===== config.mk =====
export PLATFORM = sky130hd
export DESIGN_NAME = seg7_scan_decoder
export DESIGN_NICKNAME = d
export VERILOG_FILES = /design/src/rtl/seg7_pkg.sv /design/src/rtl/seg7_pattern_dec.sv /design/src/rtl/seg7_scan_decoder.sv
export SDC_FILE = /design/constraint.sdc
export NUM_CORES = 1
export LEC_CHECK = 0
export CORE_AREA = 5 5 85 87
export DETAILED_ROUTE_END_ITERATION = 8
export DIE_AREA = 0 0 90 92
export PLACE_DENSITY_LB_ADDON = 0.3
export SLEW_MARGIN = 20
export SYNTH_ARGS = -nofsm -noshare
export SYNTH_HDL_FRONTEND = slang
export SYNTH_SLANG_ARGS = --single-unit

===== constraint.sdc =====
create_clock -name clk -period 4.48 [get_ports clk]
set_input_delay 1.344 -clock clk [delete_from_list [all_inputs] [get_ports clk]]
set_output_delay 1.344 -clock clk [all_outputs]
set_load 0.1 [all_outputs]

===== src/rtl/seg7_pkg.sv =====
// Shared 7-segment code table and reverse decode helper for the BCD<->7seg path.
// Segment order is {a,b,c,d,e,f,g} with a at bit 6; a 1 means the segment is lit.
package seg7_pkg;

  localparam logic [6:0] SEG_BLANK = 7'h00;

  localparam logic [6:0] SEG7_CODE [0:9] = '{
    7'h7E, 7'h30, 7'h6D, 7'h79, 7'h33,
    7'h5B, 7'h5F, 7'h70, 7'h7F, 7'h73
  };

  // Returns {err,bcd}; any pattern outside the table decodes to {1,F}.
  function automatic logic [4:0] seg7_to_bcd(input logic [6:0] seg);
    logic [4:0] r;
    r = 5'h1F;
    for (int i = 0; i < 10; i++)
      if (seg == SEG7_CODE[i]) r = {1'b0, 4'(i)};
    return r;
  endfunction

endpackage


===== src/rtl/seg7_pattern_dec.sv =====
// Combinational 7-segment pattern to BCD decoder with an illegal-code flag.
module seg7_pattern_dec
  import seg7_pkg::*;
(
  input  logic [6:0] i_seg,
  output logic [3:0] o_bcd,
  output logic       o_err
);

  logic [4:0] w_dec;

  assign w_dec = seg7_to_bcd(i_seg);
  assign o_err = w_dec[4];
  assign o_bcd = w_dec[3:0];

endmodule


===== src/rtl/seg7_scan_decoder.sv =====
// Debounces a multiplexed 7-seg bus per digit, decodes each digit to BCD and
// emits a complete NDIG-digit frame over a valid/ready port with overrun flag.
module seg7_scan_decoder
  import seg7_pkg::*;
#(
  parameter int NDIG       = 4,
  parameter int STABLE_CYC = 3
) (
  input  logic              clk,
  input  logic              rst,
  input  logic [6:0]        seg_in,
  input  logic [NDIG-1:0]   dig_en,
  output logic [4*NDIG-1:0] out_bcd,
  output logic [NDIG-1:0]   out_err,
  output logic              out_valid,
  input  logic              out_ready,
  output logic              overrun,
  input  logic              clr_ovr
);

  localparam int PW = NDIG + 7;
  localparam int CW = $clog2(STABLE_CYC + 1);
  localparam logic [CW-1:0] CNT_MAX = CW'(STABLE_CYC);
  localparam logic [CW-1:0] CNT_CAP = CW'(STABLE_CYC - 1);

  logic [PW-1:0]         w_pair, r_prev;
  logic [CW-1:0]         r_cnt;
  logic                  w_onehot, w_same, w_cap;
  logic [3:0]            w_bcd;
  logic                  w_err;
  logic [NDIG-1:0][3:0]  r_dig;
  logic [NDIG-1:0]       r_derr;
  logic [NDIG-1:0]       r_seen;
  logic                  w_full, w_xfer, w_drop;

  seg7_pattern_dec u_dec (
    .i_seg (seg_in),
    .o_bcd (w_bcd),
    .o_err (w_err)
  );

  assign w_pair   = {dig_en, seg_in};
  assign w_onehot = $onehot(dig_en);
  assign w_same   = (w_pair == r_prev);
  // Fires exactly once per held pair: on the edge the counter passes STABLE_CYC-1.
  assign w_cap    = w_onehot && w_same && (r_cnt == CNT_CAP);

  assign w_full = &r_seen;
  assign w_xfer = w_full && (!out_valid || out_ready);
  assign w_drop = w_full && out_valid && !out_ready;

  always_ff @(posedge clk) begin
    if (rst) begin
      r_prev <= '0;
      r_cnt  <= '0;
    end else begin
      r_prev <= w_pair;
      if (!w_onehot)   r_cnt <= '0;
      else if (w_same) r_cnt <= (r_cnt == CNT_MAX) ? r_cnt : r_cnt + CW'(1);
      else             r_cnt <= CW'(1);
    end
  end

  generate
    for (genvar g = 0; g < NDIG; g++) begin : g_dig
      always_ff @(posedge clk) begin
        if (rst) begin
          r_dig[g]  <= '0;
          r_derr[g] <= 1'b0;
        end else if (w_cap && dig_en[g]) begin
          r_dig[g]  <= w_bcd;
          r_derr[g] <= w_err;
        end
      end
    end
  endgenerate

  // A full mask is consumed on this edge, but a digit captured now starts the next frame.
  always_ff @(posedge clk) begin
    if (rst) r_seen <= '0;
    else     r_seen <= (w_full ? '0 : r_seen) | (w_cap ? dig_en : '0);
  end

  always_ff @(posedge clk) begin
    if (rst) begin
      out_bcd   <= '0;
      out_err   <= '0;
      out_valid <= 1'b0;
    end else if (w_xfer) begin
      out_bcd   <= r_dig;
      out_err   <= r_derr;
      out_valid <= 1'b1;
    end else if (out_valid && out_ready) begin
      out_valid <= 1'b0;
    end
  end

  always_ff @(posedge clk) begin
    if (rst)          overrun <= 1'b0;
    else if (w_drop)  overrun <= 1'b1;
    else if (clr_ovr) overrun <= 1'b0;
  end

endmodule


==> flow_summary.json, run 1 <==
{
  "crit_type": "input pin to flip-flop",
  "avgSynthCellArea_um2": 8.84,
  "dp_hpwl_um": 3520,
  "crit_path_end": "r_dig[2]",
  "finalSetupTns_ns": 0,
  "period_share": 0.869,
  "max-cap-violations": 0,
  "reg2reg_slack_ns": 2.74,
  "final_nets": 333,
  "clock_sinks": 59,
  "power_density_nw_per_um2": 375,
  "cts_resized": 0,
  "grt_use_met3": 0.0524,
  "yosys_warnings": 0,
  "path_max_fanout": 8,
  "reg2reg_from": "r_prev[5]",
  "period_minus_slack_ns": 3.89,
  "drt_first_pass_iters": 4,
  "boundaryPins": 37,
  "critPathLaunch": "dig_en[0]",
  "synth_cells": 282,
  "tightest_slew_ns": 0.971,
  "share_comb_of_total_power": 0.067,
  "row_count": 29,
  "timing.fmax_mhz": 257,
  "swShare": 0.223,
  "wirelength_um": 5110,
  "die_h_um": 92,
  "cts_setup_buffers": 0,
  "clk_latency_ns": 0.34,
  "tritoncts": "built",
  "cts_inserted_buffers": 9,
  "hold_path_class": "flip-flop to flip-flop",
  "grt_usage": 0.129,
  "seq_power_share": 0.459,
  "antenna_found_initial": 0,
  "syn2layout_area_growth_pct": 24.3,
  "end_kind": "flip-flop",
  "clk_pin_slew_ns": 0.07,
  "setup_ws_ns": 0.587,
  "netlist_area_um2": 2490,
  "num_vias": 2005,
  "rsz0062_at_grt": "no",
  "worst_r2r_path_depth": 5,
  "critPathLaunchType": "input pin",
  "finalSetupViolCount": 0,
  "final_layout_size_suffix_gt1_frac": 0.0881,
  "mostFrequentLayoutCells": "dfxtp_1, nand2_1, clkdlybuf4s50_1",
  "start_util": 0.397,
  "p_int_uw": 903,
  "wl_per_cell_um": 12.9,
  "overflow": 0,
  "seq_area_frac_synth": 0.474,
  "cts_root_buf": "clkbuf_8",
  "grt_use_met1": 0.159,
  "vdd_ir_drop_max_v": 0.000222,
  "r2r-end": "r_dig[2]",
  "grt_max_degree": 35,
  "slew_headroom": 0.351,
  "diodes": 0,
  "grt-busiest-layer": "met2",
  "finClkSkew_ns": 0.00693,
  "drt_iter0_drc": 107,
  "power_leakage_nw": 1.25,
  "arrival_ns": 4.10,
  "ys_types": 34,
  "post-route-drc-count": 0,
  "vias_per_cell": 5.08,
  "cp_data_required_time_ns": 4.68,
  "grt_pass1_wl_um": 8790,
  "switchingPower_uw": 259,
  "place_congestion": 0.741,
  "hold_violations": 0,
  "status": "complete, no violations",
  "place_ws_ns": 0.233,
  "io_buffers": 36,
  "syn-num-nets": 302,
  "h-tree-depth": 3,
  "cts_max_path_buffers": 2,
  "dieArea_um2": 8280,
  "ant_nets": 0,
  "maxSlewViolCount": 0,
  "synth_seq_cells": 59,
  "die_w_um": 90,
  "coreArea_um2": 6280,
  "cts_hold_buf": 0,
  "p_clk_frac": 0.474,
  "first_global_vias": 1907,
  "grt_use_met2": 0.197,
  "final_common_cell": "dfxtp_1"
}
how the worst min path moves through the flow:
stage / startpoint / to / slack, ns / cells past startpoint
final: r_seen[0] / r_seen[0] / 0.45 / 2
after global routing: out_bcd[11] / out_bcd[11] / 0.46 / 2
after CTS: r_seen[0] / r_seen[0] / 0.45 / 2
after floorplan: r_dig[0] / out_bcd[0] / 0.43 / 2
after detailed placement: r_seen[0] / r_seen[0] / 0.45 / 2
after global placement: r_seen[0] / r_seen[0] / 0.44 / 2
cell families after synthesis:
family          Yosys count  synth area share
simple gates            125             0.267
xor+xnor                 15            0.0527
flops                    59             0.474
mux                      12            0.0482
compound gates           41            0.0843
buf+inv                  25            0.0457
fa+ha+maj                 5            0.0281
sequential cells by signal, summed over array words and instances (netlist names):
name       cells
out_bcd       16
out_err        4
out_valid      1
overrun        1
r_cnt          2
r_derr         4
r_dig         16
r_prev        11
r_seen         4
through the flow:
stage	cells	utilization	power, mW	hold WS, ns	cell area (um^2)
2_1_floorplan	282	-	0.602	0.432	2490
3_3_place_gp	379	0.458	0.622	0.443	2870
3_5_place_dp	379	0.458	0.624	0.445	2870
4_1_cts	395	0.494	1.17	0.454	3100
5_1_grt	395	0.494	1.21	0.465	3100
6_report	395	0.494	1.16	0.454	3100
power groups by stage:
stage | clock network [mW] | logic (mW) | registers (mW)
6_report | 0.551 | 0.0777 | 0.534
5_1_grt | 0.584 | 0.0882 | 0.534
4_1_cts | 0.560 | 0.0786 | 0.534
3_5_place_dp | 0 | 0.0783 | 0.546
3_3_place_gp | 0 | 0.0766 | 0.545
2_1_floorplan | 0 | 0.0572 | 0.545
critical path, cell delays in order:
cell	delay, ns
clkdlybuf4s50_1	0.52
inv_1	0.09
fa_1	0.53
inv_1	0.04
ha_1	0.17
ha_1	0.28
nor3b_1	0.32
and3_1	0.24
nand4_2	0.27
mux2i_1	0.24
nor2_1	0.05
Yosys cell counts, drive strengths merged:
library cell  instances  area share
o22ai                 1      0.0025
nand2b                3      0.0075
nor2                 23       0.035
mux2i                12       0.048
o21ai                 9       0.018
xnor2                 2      0.0070
clkbuf               13       0.020
or4b                  1      0.0040
nor3b                 1      0.0030
ha                    4       0.020
nor4                  4       0.022
fa                    1      0.0080
nor3                  6       0.014
inv                   7       0.011
nand3                 2      0.0040
or3b                  1      0.0035
buf                   5       0.015
dfxtp                59        0.47
a221oi                1      0.0035
nand3b                9       0.027
a21oi                30       0.060
nor4b                 1      0.0035
nand4                 7       0.028
nand2                52       0.078
nor2b                 9       0.023
xor2                 13       0.046
and3                  5       0.013
or4                   1      0.0030
per-layer routing:
layer	routed length, um	vias up
met5	0	-
met4	105	0
met3	328	8
met2	2260	45
met1	2410	947
li1	-	1005
cell type report:
| class | instances | area, um^2 |
|---|---|---|
| Fill cell | 634 | 3180 |
| Multi-Input combinational cell | 198 | 1200 |
| Sequential cell | 59 | 1180 |
| Timing Repair Buffer | 38 | 370 |
| Clock buffer | 11 | 151 |
| Tap cell | 77 | 96.3 |
| Clock inverter | 5 | 75.1 |
| Inverter | 7 | 26.3 |
Note: power is estimated with default switching activity, not from simulation.
==> inputs of run 2 (changes only) <==
--- a/config.mk
+++ b/config.mk
@@ -6,8 +6,10 @@
 export NUM_CORES = 1
 export LEC_CHECK = 0
 export CORE_AREA = 5 5 85 87
+export CTS_CLUSTER_SIZE = 16
 export DETAILED_ROUTE_END_ITERATION = 8
 export DIE_AREA = 0 0 90 92
+export GPL_ROUTABILITY_DRIVEN = 0
 export PLACE_DENSITY_LB_ADDON = 0.3
 export SLEW_MARGIN = 20
 export SYNTH_ARGS = -nofsm -noshare
==> results of run 2 <==
The final DEF is identical to that of run 1; final timing and power are the same.
